==> config.mk <==
export PLATFORM = sky130hd
export DESIGN_NAME = lsu_mem_if
export DESIGN_NICKNAME = d
export VERILOG_FILES = /design/src/rtl/definitions_pkg.sv /design/src/rtl/lsu_mem_if_align.sv /design/src/rtl/lsu_mem_if.sv
export SDC_FILE = /design/constraint.sdc
export NUM_CORES = 1
export LEC_CHECK = 0
export ABC_AREA = 1
export CORE_ASPECT_RATIO = 0.7
export CORE_MARGIN = 2
export CORE_UTILIZATION = 48
export CTS_CLUSTER_DIAMETER = 150
export DETAILED_ROUTE_END_ITERATION = 8
export PLACE_DENSITY = 0.76
export SLEW_MARGIN = 20
export SYNTH_ARGS = -nofsm -noshare
export SYNTH_HDL_FRONTEND = slang
export SYNTH_HIERARCHICAL = 1
export SYNTH_SLANG_ARGS = --single-unit
==> constraint.sdc <==
create_clock -name clk_i -period 2.2 [get_ports clk_i]
set_input_delay 0.44 -clock clk_i [delete_from_list [all_inputs] [get_ports clk_i]]
set_output_delay 0.44 -clock clk_i [all_outputs]
set_load 0.005 [all_outputs]
==> src/rtl/definitions_pkg.sv <==
// Shared rv32i data-path types and load/store helpers.
// Used by the LSU memory initiator and its alignment datapath.
package definitions_pkg;

    typedef logic [31:0]        word_ut;
    typedef logic signed [31:0] word_st;

    typedef enum logic [2:0] {
        LB  = 3'd0,
        LH  = 3'd1,
        LW  = 3'd2,
        LBU = 3'd4,
        LHU = 3'd5
    } lsu_funct3_e;

    typedef enum logic [2:0] {
        LSU_IDLE,
        LSU_REQ0,
        LSU_WAIT0,
        LSU_REQ1,
        LSU_WAIT1
    } lsu_state_e;

    function automatic logic [3:0] lsu_size_mask(input logic [1:0] size);
        logic [3:0] m;
        case (size)
            2'd0:    m = 4'b0001;
            2'd1:    m = 4'b0011;
            default: m = 4'b1111;
        endcase
        return m;
    endfunction

    function automatic logic lsu_misaligned(input logic [1:0] size,
                                            input logic [1:0] off);
        return ((size == 2'd1) && (off == 2'd3)) ||
               ((size == 2'd2) && (off != 2'd0));
    endfunction

    function automatic logic lsu_legal(input logic we, input logic [2:0] f3);
        logic ok;
        case (f3)
            LB, LH, LW: ok = 1'b1;
            LBU, LHU:   ok = !we;
            default:    ok = 1'b0;
        endcase
        return ok;
    endfunction

endpackage

==> src/rtl/lsu_mem_if_align.sv <==
// Combinational lane alignment: byte enables, store data shift,
// misalignment detection and load extraction/extension.
module lsu_align
    import definitions_pkg::*;
(
    input  logic [2:0] funct3_i,
    input  logic [1:0] off_i,
    input  word_ut     wdata_i,
    input  word_ut     beat0_i,
    input  word_ut     beat1_i,
    output logic [3:0] be0_o,
    output logic [3:0] be1_o,
    output word_ut     wdata0_o,
    output word_ut     wdata1_o,
    output logic       misaligned_o,
    output word_ut     rdata_o
);

    logic [1:0]  w_size;
    logic [4:0]  w_sh;
    logic [7:0]  w_mask;
    logic [63:0] w_wide;
    word_ut      w_lo;

    assign w_size = funct3_i[1:0];
    assign w_sh   = {off_i, 3'b000};
    assign w_mask = {4'b0000, lsu_size_mask(w_size)} << off_i;
    assign w_wide = {32'd0, wdata_i} << w_sh;

    assign be0_o        = w_mask[3:0];
    assign be1_o        = w_mask[7:4];
    assign wdata0_o     = w_wide[31:0];
    assign wdata1_o     = w_wide[63:32];
    assign misaligned_o = lsu_misaligned(w_size, off_i);

    // Low word of {beat1,beat0} >> 8*off; a shift by 32 yields zero.
    assign w_lo = (beat0_i >> w_sh) | (beat1_i << (6'd32 - {1'b0, w_sh}));

    always_comb begin
        rdata_o = w_lo;
        case (w_size)
            2'd0: rdata_o = funct3_i[2] ? {24'd0, w_lo[7:0]}
                                        : {{24{w_lo[7]}}, w_lo[7:0]};
            2'd1: rdata_o = funct3_i[2] ? {16'd0, w_lo[15:0]}
                                        : {{16{w_lo[15]}}, w_lo[15:0]};
            default: rdata_o = w_lo;
        endcase
    end

endmodule

==> src/rtl/lsu_mem_if.sv <==
// Load/store initiator: turns core requests into word-aligned
// memory beats, splitting misaligned accesses into two.
module lsu_mem_if
    import definitions_pkg::*;
#(
    parameter bit SPLIT_MISALIGNED = 1'b1
)
(
    input  logic        clk_i,
    input  logic        rst_ni,
    input  logic        req_i,
    input  logic        we_i,
    input  logic [2:0]  funct3_i,
    input  word_ut      addr_i,
    input  word_ut      wdata_i,
    output logic        ready_o,
    output logic        done_o,
    output logic        err_o,
    output word_ut      rdata_o,
    output logic        mem_req_o,
    input  logic        mem_gnt_i,
    output logic        mem_we_o,
    output word_ut      mem_addr_o,
    output logic [3:0]  mem_be_o,
    output word_ut      mem_wdata_o,
    input  logic        mem_rvalid_i,
    input  word_ut      mem_rdata_i
);

    lsu_state_e r_state;
    lsu_state_e w_state_nxt;

    logic       r_we;
    logic [2:0] r_funct3;
    word_ut     r_addr;
    word_ut     r_wdata;
    word_ut     r_beat0;
    word_ut     r_beat1;
    word_ut     r_rdata;
    logic       r_done;
    logic       r_err;

    logic       w_accept;
    logic       w_bad;
    logic       w_done_nxt;
    logic       w_err_nxt;
    logic       w_split;
    word_ut     w_beat0;
    word_ut     w_beat1;
    word_ut     w_ld_data;
    word_ut     w_wdata0;
    word_ut     w_wdata1;
    logic [3:0] w_be0;
    logic [3:0] w_be1;

    assign w_accept = req_i && (r_state == LSU_IDLE);
    assign w_bad    = !lsu_legal(we_i, funct3_i) ||
                      (!SPLIT_MISALIGNED &&
                       lsu_misaligned(funct3_i[1:0], addr_i[1:0]));

    // Forward the returning word so the result is ready on the final rvalid.
    assign w_beat0 = (r_state == LSU_WAIT0) ? mem_rdata_i : r_beat0;
    assign w_beat1 = (r_state == LSU_WAIT1) ? mem_rdata_i : r_beat1;

    lsu_align u_align (
        .funct3_i     (r_funct3),
        .off_i        (r_addr[1:0]),
        .wdata_i      (r_wdata),
        .beat0_i      (w_beat0),
        .beat1_i      (w_beat1),
        .be0_o        (w_be0),
        .be1_o        (w_be1),
        .wdata0_o     (w_wdata0),
        .wdata1_o     (w_wdata1),
        .misaligned_o (w_split),
        .rdata_o      (w_ld_data)
    );

    always_comb begin
        w_state_nxt = r_state;
        w_done_nxt  = 1'b0;
        w_err_nxt   = 1'b0;
        case (r_state)
            LSU_IDLE: begin
                if (req_i) begin
                    if (w_bad) w_err_nxt   = 1'b1;
                    else       w_state_nxt = LSU_REQ0;
                end
            end
            LSU_REQ0: if (mem_gnt_i) w_state_nxt = LSU_WAIT0;
            LSU_WAIT0: begin
                if (mem_rvalid_i) begin
                    if (w_split) begin
                        w_state_nxt = LSU_REQ1;
                    end else begin
                        w_state_nxt = LSU_IDLE;
                        w_done_nxt  = 1'b1;
                    end
                end
            end
            LSU_REQ1: if (mem_gnt_i) w_state_nxt = LSU_WAIT1;
            LSU_WAIT1: begin
                if (mem_rvalid_i) begin
                    w_state_nxt = LSU_IDLE;
                    w_done_nxt  = 1'b1;
                end
            end
            default: w_state_nxt = LSU_IDLE;
        endcase
    end

    always_ff @(posedge clk_i or negedge rst_ni) begin
        if (!rst_ni) begin
            r_state  <= LSU_IDLE;
            r_we     <= 1'b0;
            r_funct3 <= 3'd0;
            r_addr   <= '0;
            r_wdata  <= '0;
            r_beat0  <= '0;
            r_beat1  <= '0;
            r_rdata  <= '0;
            r_done   <= 1'b0;
            r_err    <= 1'b0;
        end else begin
            r_state <= w_state_nxt;
            r_done  <= w_done_nxt;
            r_err   <= w_err_nxt;
            r_rdata <= (w_done_nxt && !r_we) ? w_ld_data : '0;
            if (w_accept) begin
                r_we     <= we_i;
                r_funct3 <= funct3_i;
                r_addr   <= addr_i;
                r_wdata  <= wdata_i;
            end
            if ((r_state == LSU_WAIT0) && mem_rvalid_i) r_beat0 <= mem_rdata_i;
            if ((r_state == LSU_WAIT1) && mem_rvalid_i) r_beat1 <= mem_rdata_i;
        end
    end

    assign ready_o = (r_state == LSU_IDLE);
    assign done_o  = r_done;
    assign err_o   = r_err;
    assign rdata_o = r_rdata;

    always_comb begin
        mem_req_o   = 1'b0;
        mem_we_o    = 1'b0;
        mem_addr_o  = '0;
        mem_be_o    = 4'd0;
        mem_wdata_o = '0;
        case (r_state)
            LSU_REQ0: begin
                mem_req_o   = 1'b1;
                mem_we_o    = r_we;
                mem_addr_o  = {r_addr[31:2], 2'b00};
                mem_be_o    = w_be0;
                mem_wdata_o = w_wdata0;
            end
            LSU_REQ1: begin
                mem_req_o   = 1'b1;
                mem_we_o    = r_we;
                mem_addr_o  = {r_addr[31:2] + 30'd1, 2'b00};
                mem_be_o    = w_be1;
                mem_wdata_o = w_wdata1;
            end
            default: ;
        endcase
    end

endmodule

==> flow_summary.yaml, run 1 <==
timing:
  setup_slack_ps: -379
  finalHoldViolCount: 12
  relSlewSlack: 0.400
  tns_ps: -16590
  period_needed_ps: 2580
  finClkSkew_ps: 13.8
  finalSetupViolCount: 92
  rsz0062_at_grt: "true"
  clock.fmax_mhz: 388
  hold_ws_ps: -20.2
  drv_slew: 0
  worst_pin_slew_ps: 899
  post-route-period-util: 1.17
layout:
  nNetsFinal: 1983
  final_cells: 2202
  drive_above_1_share: 0.340
  multi_input_area_um2: 6820
  regArea_um2: 4240
  fillerInstances: 1497
  area_growth_pct: 52.4
  post-route-util: 0.742
synth:
  synth_cell_types: 44
  synth-edff-count: 0
  yosys_warnings: 6
  synth-async-reset-ratio: 1.00
  yosysMostFrequentCell: "nand2_1"
  synth_common_cells: "nand2_1 (432), inv_1 (183), dfrtp_1 (169)"
  syn_inst: 1551
  netlist_area_um2: 11000
  synthTopCellsByArea: "dfrtp_1 (38%), nand2_1 (15%), o21ai_0 (6.8%)"
  yosysTopAreaCellShare: 0.384
  synth.ff_latch_count: 169
  ys_seq_area_frac: 0.384
  avgSynthCellArea_um2: 7.10
  yosysTopAreaCell: "dfrtp_1"
  synth_ff_type: "dfrtp_1"
job:
  timing.max_cap.violations: 0
cts:
  cts_tree: "built"
  clkSlewWorstSetupHoldPaths_ps: 70
  cts.path.max_buffers: 2
  h-tree-depth: 4
  root_buffer: "clkbuf_16"
  clk_latency_ps: 460
  numCtsBuffers: 17
  clock_sinks: 169
  hold_buffers: 0
grt:
  grt_max_degree: 65
  grt_pass1_wl_um: 57000
  grt_pass1_vias: 10800
  track_usage: 0.305
  grt_overflow: 0
  antenna_found_initial: 4
critical_path:
  worstReg2RegStart: "r_state[2]$_DFFE_PN0P_"
  ff2ff_setup_slack_ps: -140
  criticalPathCategory: "reg2out"
  path_max_fanout: 4
  required_ps: 1760
  worst_setup_path_start_kind: "flop"
  arrival_ps: 2140
  r2r_end: "rdata_o[26]$_DFF_PN0_"
  startpoint: "r_addr[11]$_DFFE_PN0P_"
  end_kind: "output pin"
  reg2reg_depth: 18
  critical_path.endpoint: "mem_addr_o[27]"
status:
  status: "finished with violations"
  violations: "hold timing, setup timing"
pwr:
  total_power_mw: 27.8
  powerDensity_nw_per_um2: 1650
  total_leakage_power_nw: 8.20
  max-vdd-ir-drop_uv: 938
routing:
  vias: 13200
  drtPass1Iterations: 9
  routed_wl_um: 45600
  routed_via_density: 5.98
  remaining_drc_errors: 0
  post_drt_wl_per_cell_um: 20.7
  drtIter0Drc: 1915
  ant_nets: 0
placement:
  place_hpwl_um: 24800
  gp_congestion: 0.922
  place_inst: 2060
  port_buffers: 207
die:
  start_util: 0.487
  dieArea_um2: 24200
  core_area_um2: 22600
  rows: 46
  die_h_um: 131
  boundaryPins: 210
  fp.dieW_um: 185
worst_hold_path:
  worst_hold_path_type: "in2async"
==> power by group <==
part,switching [mW],leakage (nW),internal [mW]
registers,1.18,2.11,4.31
clock network,1.34,0.286,1.84
logic,11.1,5.80,7.99
total,13.6,8.20,14.2
==> layer usage <==
metal / part of all wire / track usage / up-vias
li1: - / - / 5617
met1: 0.38 / 0.445 / 6161
met2: 0.42 / 0.436 / 1119
met3: 0.14 / 0.0859 / 273
met4: 0.050 / 0.0999 / 6
met5: 0.0027 / 0 / -
==> cell type report <==
type	count	area share
clock inverter	10	0.00857
tap	312	0.0232
antenna	3	0.000447
sequential	169	0.252
inverter	190	0.0449
multi-input combinational	1103	0.406
timing repair buffer	393	0.236
timing repair inverter	1	0.000969
clock buffer	21	0.0274
==> worst min path at each step <==
stage	slack [ps]	cells after the start	end
finish	-20	1	rdata_o[16]$_DFF_PN0_
global route	20	1	rdata_o[2]$_DFF_PN0_
CTS	6	1	rdata_o[21]$_DFF_PN0_
detailed placement	470	1	rdata_o[2]$_DFF_PN0_
global placement	470	2	r_beat0[8]$_DFFE_PN0P_
floorplan	140	0	done_o$_DFF_PN0_
==> critical path, cell delays in order (launching register included) <==
cell and delay (ps):
dfrtp_1 420, buf_4 150, nand2_2 80, nor2_4 180, nand3_4 130, nor2_4 130
buf_6 120, a21oi_2 60, nor2_1 240, buf_2 180
==> cell families after synthesis <==
| family | after synthesis | share of synthesized area |
|---|---|---|
| muxes | 56 | 0.0563 |
| AOI/OAI and AO/OA | 276 | 0.142 |
| and+or+nand+nor | 753 | 0.290 |
| adders and majority gates | 3 | 0.00341 |
| buffers and inverters | 292 | 0.124 |
| DFF | 169 | 0.384 |
| other | 2 | 0.000682 |
==> placed cells by master, fill, tap and decap left out, drive strengths merged, types with 37 or more instances in the layout <==
cell	instances
a22o	37
nand3	123
nand2	444
buf	233
mux2	48
clkbuf	41
dfrtp	169
nor2	163
clkdlybuf4s50	137
o21ai	186
inv	189
==> what timing repair did <==
action / CTS / global route
pin swaps: 36 / 139
buffers inserted: 35 / 58
resized for setup: 299 / 495
cloned: 3 / 20
endpoints found under the setup margin: 72 / 99
==> state kept, by name, summed over array words and instances (netlist names) <==
register / count
r_beat0: 32
done_o: 1
r_wdata: 32
r_beat1: 32
rdata_o: 32
r_we: 1
r_state: 3
r_funct3: 3
r_addr: 32
err_o: 1
==> metrics by stage <==
step,setup WS [ps],cell area (um2)
global placement,-135,13700
detailed placement,-135,13700
finish,-379,16800
global route,-415,16800
floorplan,18.9,11100
CTS,-411,14900
(Power assumes the default switching activity.)
==> inputs of run 2 (changes only) <==
--- a/config.mk
+++ b/config.mk
@@ -17,3 +17,4 @@
 export SYNTH_HDL_FRONTEND = slang
 export SYNTH_HIERARCHICAL = 1
 export SYNTH_SLANG_ARGS = --single-unit
+export TNS_END_PERCENT = 5
==> run 2 against run 1 <==
Against the previous run:
- the flow still finishes with violations (hold timing, setup timing)
- clock skew is 2.3 ps lower
- critical path type unchanged
- setup slack gained 93 ps
- highest routed layer is now met4
- power is 15% lower
- largest power group unchanged
==> flow_summary.yaml, run 2 (same netlist as run 1, synthesis figures left out) <==
status:
  status: "finished with violations"
  violations: "hold timing, setup timing"
grt:
  grt_max_degree: 65
  antenna_found_initial: 1
  grt_overflow: 0
  grt_pass1_vias: 10200
  track_usage: 0.286
  grt_pass1_wl_um: 53700
routing:
  remaining_drc_errors: 0
  ant_nets: 0
  routed_via_density: 5.46
  routed_wl_um: 37000
  post_drt_wl_per_cell_um: 17.3
  drtIter0Drc: 1387
  vias: 11700
  drtPass1Iterations: 6
timing:
  finalSetupViolCount: 74
  hold_ws_ps: -30.0
  worst_pin_slew_ps: 657
  period_needed_ps: 2490
  setup_slack_ps: -286
  rsz0062_at_grt: "true"
  relSlewSlack: 0.562
  post-route-period-util: 1.13
  drv_slew: 0
  finClkSkew_ps: 11.5
  finalHoldViolCount: 12
  clock.fmax_mhz: 402
  tns_ps: -11050
critical_path:
  worstReg2RegStart: "r_addr[0]$_DFFE_PN0P_"
  arrival_ps: 2050
  ff2ff_setup_slack_ps: -90
  critical_path.slowest_cell: "dfrtp_1"
  cp_common_cell: "nand2_1"
  end_kind: "output pin"
  r2r_end: "rdata_o[29]$_DFF_PN0_"
  crit_path_cell_trace: "nand2_2, nor2_2, nand2_1, nor2_4, buf_6, buf_4, nand4_1, nand2_1, nor2_1, buf_2"
  reg2reg_depth: 12
  startpoint: "r_addr[11]$_DFFE_PN0P_"
  slowest_delay_ps: 430
  criticalPathCategory: "reg2out"
  worst_setup_path_start_kind: "flop"
  path_max_fanout: 4
  critical_path.endpoint: "mem_addr_o[24]"
  required_ps: 1760
placement:
  placed_area_um2: 13700
  port_buffers: 207
  gp_congestion: 0.922
  place_hpwl_um: 24800
pwr:
  max-vdd-ir-drop_uv: 899
  total_leakage_power_nw: 7.68
  powerDensity_nw_per_um2: 1550
layout:
  layout_common_cells: "nand2_1 (408), inv_1 (180), dfrtp_1 (164)"
  drive_above_1_share: 0.224
  final_area_um2: 15200
  area_growth_pct: 37.6
  fillerInstances: 1847
  post-route-util: 0.670
  nNetsFinal: 1924
  layout_commonest_cell: "nand2_1"
cts:
  numCtsBuffers: 17
  clkSlewWorstSetupHoldPaths_ps: 70
  cts_tree: "built"
  h-tree-depth: 4
  clock_sinks: 169
  cts.path.max_buffers: 2
  clk_latency_ps: 440
  root_buffer: "clkbuf_16"
die:
  rows: 46
  start_util: 0.487
  core_area_um2: 22600
  fp.dieW_um: 185
  boundaryPins: 210
  die_h_um: 131
  dieArea_um2: 24200
worst_hold_path:
  worst_hold_path_type: "in2async"
job:
  timing.max_cap.violations: 0
==> run 2: how the worst min path moves through the flow <==
| stage | from | end | depth (start not counted) |
|---|---|---|---|
| floorplan | rst_ni | done_o$_DFF_PN0_ | 0 |
| global placement | r_beat0[8]$_DFFE_PN0P_ | r_beat0[8]$_DFFE_PN0P_ | 2 |
| detailed placement | rst_ni | rdata_o[2]$_DFF_PN0_ | 1 |
| CTS | rst_ni | rdata_o[21]$_DFF_PN0_ | 1 |
| global route | rst_ni | rdata_o[2]$_DFF_PN0_ | 1 |
| finish | rst_ni | rdata_o[2]$_DFF_PN0_ | 1 |
==> run 2: power breakdown <==
group / internal [mW] / leakage, nW / switching, mW
registers: 4.32 / 2.11 / 1.07
clock network: 1.84 / 0.286 / 1.29
logic: 6.31 / 5.28 / 8.71
total: 12.5 / 7.68 / 11.1
==> run 2: repair_timing <==
item,in CTS,in global routing
endpoints found under the setup margin,72,94
gates resized for setup,207,215
pin swaps,34,38
hold buffers,0,0
buffers inserted,10,34
gates cloned,0,5
==> run 2: area by class of cell <==
| class | instances | area, um2 | share of cell area |
|---|---|---|---|
| sequential | 169 | 4240 | 0.279 |
| inverter | 190 | 736 | 0.0485 |
| clock inverter | 10 | 144 | 0.00949 |
| timing repair buffer | 338 | 3260 | 0.215 |
| tap | 312 | 390 | 0.0257 |
| timing repair inverter | 1 | 8.76 | 0.000578 |
| antenna | 1 | 2.50 | 0.000165 |
| clock buffer | 21 | 460 | 0.0304 |
| multi-input combinational | 1099 | 5930 | 0.391 |
==> run 2: critical path, delay by kind of cell (launching register included) <==
family | cells | cell delay (ps)
buffers and inverters | 3 | 340
DFF | 1 | 430
and+or+nand+nor | 7 | 830
==> run 2: routing by layer <==
metal	GRT usage	wire length, um	part of all wire
met1	0.429	16400	0.44
met2	0.403	15600	0.42
met3	0.0834	4170	0.11
met4	0.0719	774	0.021
met5	0	0	0
==> run 2: stage by stage <==
| step | worst slack (ps) | cells | power [mW] | hold slack [ps] |
|---|---|---|---|---|
| after CTS | -425 | 2101 | 21.9 | 6.16 |
| after global placement | -135 | 2060 | 18.1 | 467 |
| final | -286 | 2141 | 23.5 | -30.0 |
| after floorplan | 18.9 | 1560 | 13.4 | 144 |
| after global routing | -355 | 2140 | 25.2 | 34.9 |
| after detailed placement | -135 | 2060 | 18.4 | 473 |
==> inputs of run 3 (changes only) <==
--- a/config.mk
+++ b/config.mk
@@ -8,11 +8,11 @@
 export ABC_AREA = 1
 export CORE_ASPECT_RATIO = 0.7
 export CORE_MARGIN = 2
-export CORE_UTILIZATION = 48
+export CORE_UTILIZATION = 55
 export CTS_CLUSTER_DIAMETER = 150
 export DETAILED_ROUTE_END_ITERATION = 8
-export PLACE_DENSITY = 0.76
-export SLEW_MARGIN = 20
+export PLACE_DENSITY = 0.82
+export SLEW_MARGIN = 10
 export SYNTH_ARGS = -nofsm -noshare
 export SYNTH_HDL_FRONTEND = slang
 export SYNTH_HIERARCHICAL = 1
==> constraint.sdc (replaced) <==
create_clock -name clk_i -period 3 [get_ports clk_i]
set_input_delay 0.6 -clock clk_i [delete_from_list [all_inputs] [get_ports clk_i]]
set_output_delay 0.6 -clock clk_i [all_outputs]
set_load 0.005 [all_outputs]
==> run 3 against run 2 <==
Against the previous run:
- cell area shrank 8.7%
- largest power group unchanged
- combinational power shrank 37%
- the flow now finishes without violations
- critical path depth shrank 4
==> flow_summary.yaml, run 3 (same netlist as run 1, synthesis figures left out) <==
status:
  status: "completed"
critical_path:
  startpoint: "r_state[2]$_DFFE_PN0P_"
  worst_setup_path_start_kind: "flop"
  arrival_ps: 2360
  end_kind: "output pin"
  required_ps: 2400
  worstReg2RegStart: "r_state[1]$_DFFE_PN0P_"
  criticalPathCategory: "reg2out"
  path_max_fanout: 37
placement:
  dp_slack_ps: 304
  gp_congestion: 0.916
  place_hpwl_um: 23300
  port_buffers: 207
  place_inst: 1961
routing:
  drtIter0Drc: 1232
  ant_nets: 0
  routed_wl_um: 32800
  post_drt_wl_per_cell_um: 16.4
  remaining_drc_errors: 0
  vias: 11000
  drtPass1Iterations: 6
  routed_via_density: 5.53
grt:
  antenna_found_initial: 3
  grt_pass1_vias: 9911
  grt_pass1_wl_um: 51600
  track_usage: 0.306
  grt_overflow: 0
  grt_max_degree: 74
cts:
  clock_sinks: 169
  clk_latency_ps: 440
  cts.path.max_buffers: 2
  numCtsBuffers: 17
  cts_tree: "built"
  root_buffer: "clkbuf_16"
  clkSlewWorstSetupHoldPaths_ps: 70
  h-tree-depth: 4
die:
  die_h_um: 122
  boundaryPins: 210
  rows: 43
  core_area_um2: 19700
  dieArea_um2: 21200
  start_util: 0.558
  fp.dieW_um: 173
pwr:
  max-vdd-ir-drop_uv: 678
  total_power_mw: 15.6
  powerDensity_nw_per_um2: 1130
  total_leakage_power_nw: 6.76
timing:
  finalSetupViolCount: 0
  finClkSkew_ps: 11.9
  relSlewSlack: 0.520
  worst_pin_slew_ps: 712
  drv_slew: 0
  setup_slack_ps: 40.0
  finalHoldViolCount: 0
  clock.fmax_mhz: 338
  rsz0062_at_grt: "true"
  hold_ws_ps: 186
  post-route-period-util: 0.987
  period_needed_ps: 2960
worst_hold_path:
  worst_hold_path_type: "in2async"
layout:
  n_antenna_cell: 0
  nNetsFinal: 1823
  layout_commonest_cell: "nand2_1"
  drive_above_1_share: 0.0990
  final_cells: 1997
  layout_common_cells: "nand2_1 (430), clkdlybuf4s50_1 (204), inv_1 (182)"
  area_growth_pct: 25.7
job:
  timing.max_cap.violations: 0
[run 3: changes by cell type in the layout (fill, tap and decap cells not counted), sizes merged, moves of 4 or more]
cell / before / now
dlymetal6s2s: 12 / 2
clkdlybuf4s50: 140 / 204
dlygate4sd2: 4 / 0
buf: 161 / 31
clkbuf: 40 / 19
[run 3: path summary, 6_finish.rpt]
kind                                           end  slack [ps]  cells after the start
max                                 mem_wdata_o[9]          40                      6
min in group clk_i         r_beat0[23]$_DFFE_PN0P_         480                      2
max reg2reg                  rdata_o[22]$_DFF_PN0_         580                     13
max in group asynchronous    r_addr[0]$_DFFE_PN0P_        2010                      2
min                           rdata_o[2]$_DFF_PN0_         190                      1
min reg2reg                r_beat0[23]$_DFFE_PN0P_         480                      2
[run 3: final cells by class]
cell class,count,area (um2)
timing repair buffer,238,2430
clock buffer,18,429
inverter,190,723
clock inverter,13,169
multi-input combinational,1099,5530
tap,270,338
sequential,169,4240
fill,1631,5900
[run 3: worst max-delay path, cell delays in order (launching register included)]
cell and delay (ps):
dfrtp_1 460, nor2_4 160, inv_2 80, nor2_4 240, buf_12 240, a22o_1 210
clkdlybuf4s50_1 520
[run 3: repair_timing]
action                     4_1_cts  5_1_grt
hold endpoints to repair         0        0
setup endpoints to repair       21       49
buffers inserted                 0        4
hold buffers                     0        0
pin swaps                        1        5
gates cloned                     0        1
resized for setup                5       28
[run 3: per-stage QoR]
step	util	TNS (ps)	instance area, um2
6_report	0.701	0	13800
5_1_grt	0.701	-109	13800
4_1_cts	0.695	0	13700
3_5_place_dp	0.664	0	13100
3_3_place_gp	0.664	0	13100
2_1_floorplan	-	0	11100
[run 3: per-layer routing]
| layer | share of wire | GRT usage | vias up |
|---|---|---|---|
| li1 | - | - | 5256 |
| met1 | 0.46 | 0.457 | 5112 |
| met2 | 0.41 | 0.424 | 603 |
| met3 | 0.11 | 0.0877 | 61 |
| met4 | 0.021 | 0.103 | 6 |
| met5 | 0.0012 | 0 | - |
[run 3: report_power, final]
group	internal (mW)	switching, mW	total [mW]
Clock	1.32	0.966	2.28
Combinational	3.85	5.57	9.42
Sequential	3.16	0.750	3.91
Total	8.33	7.29	15.6
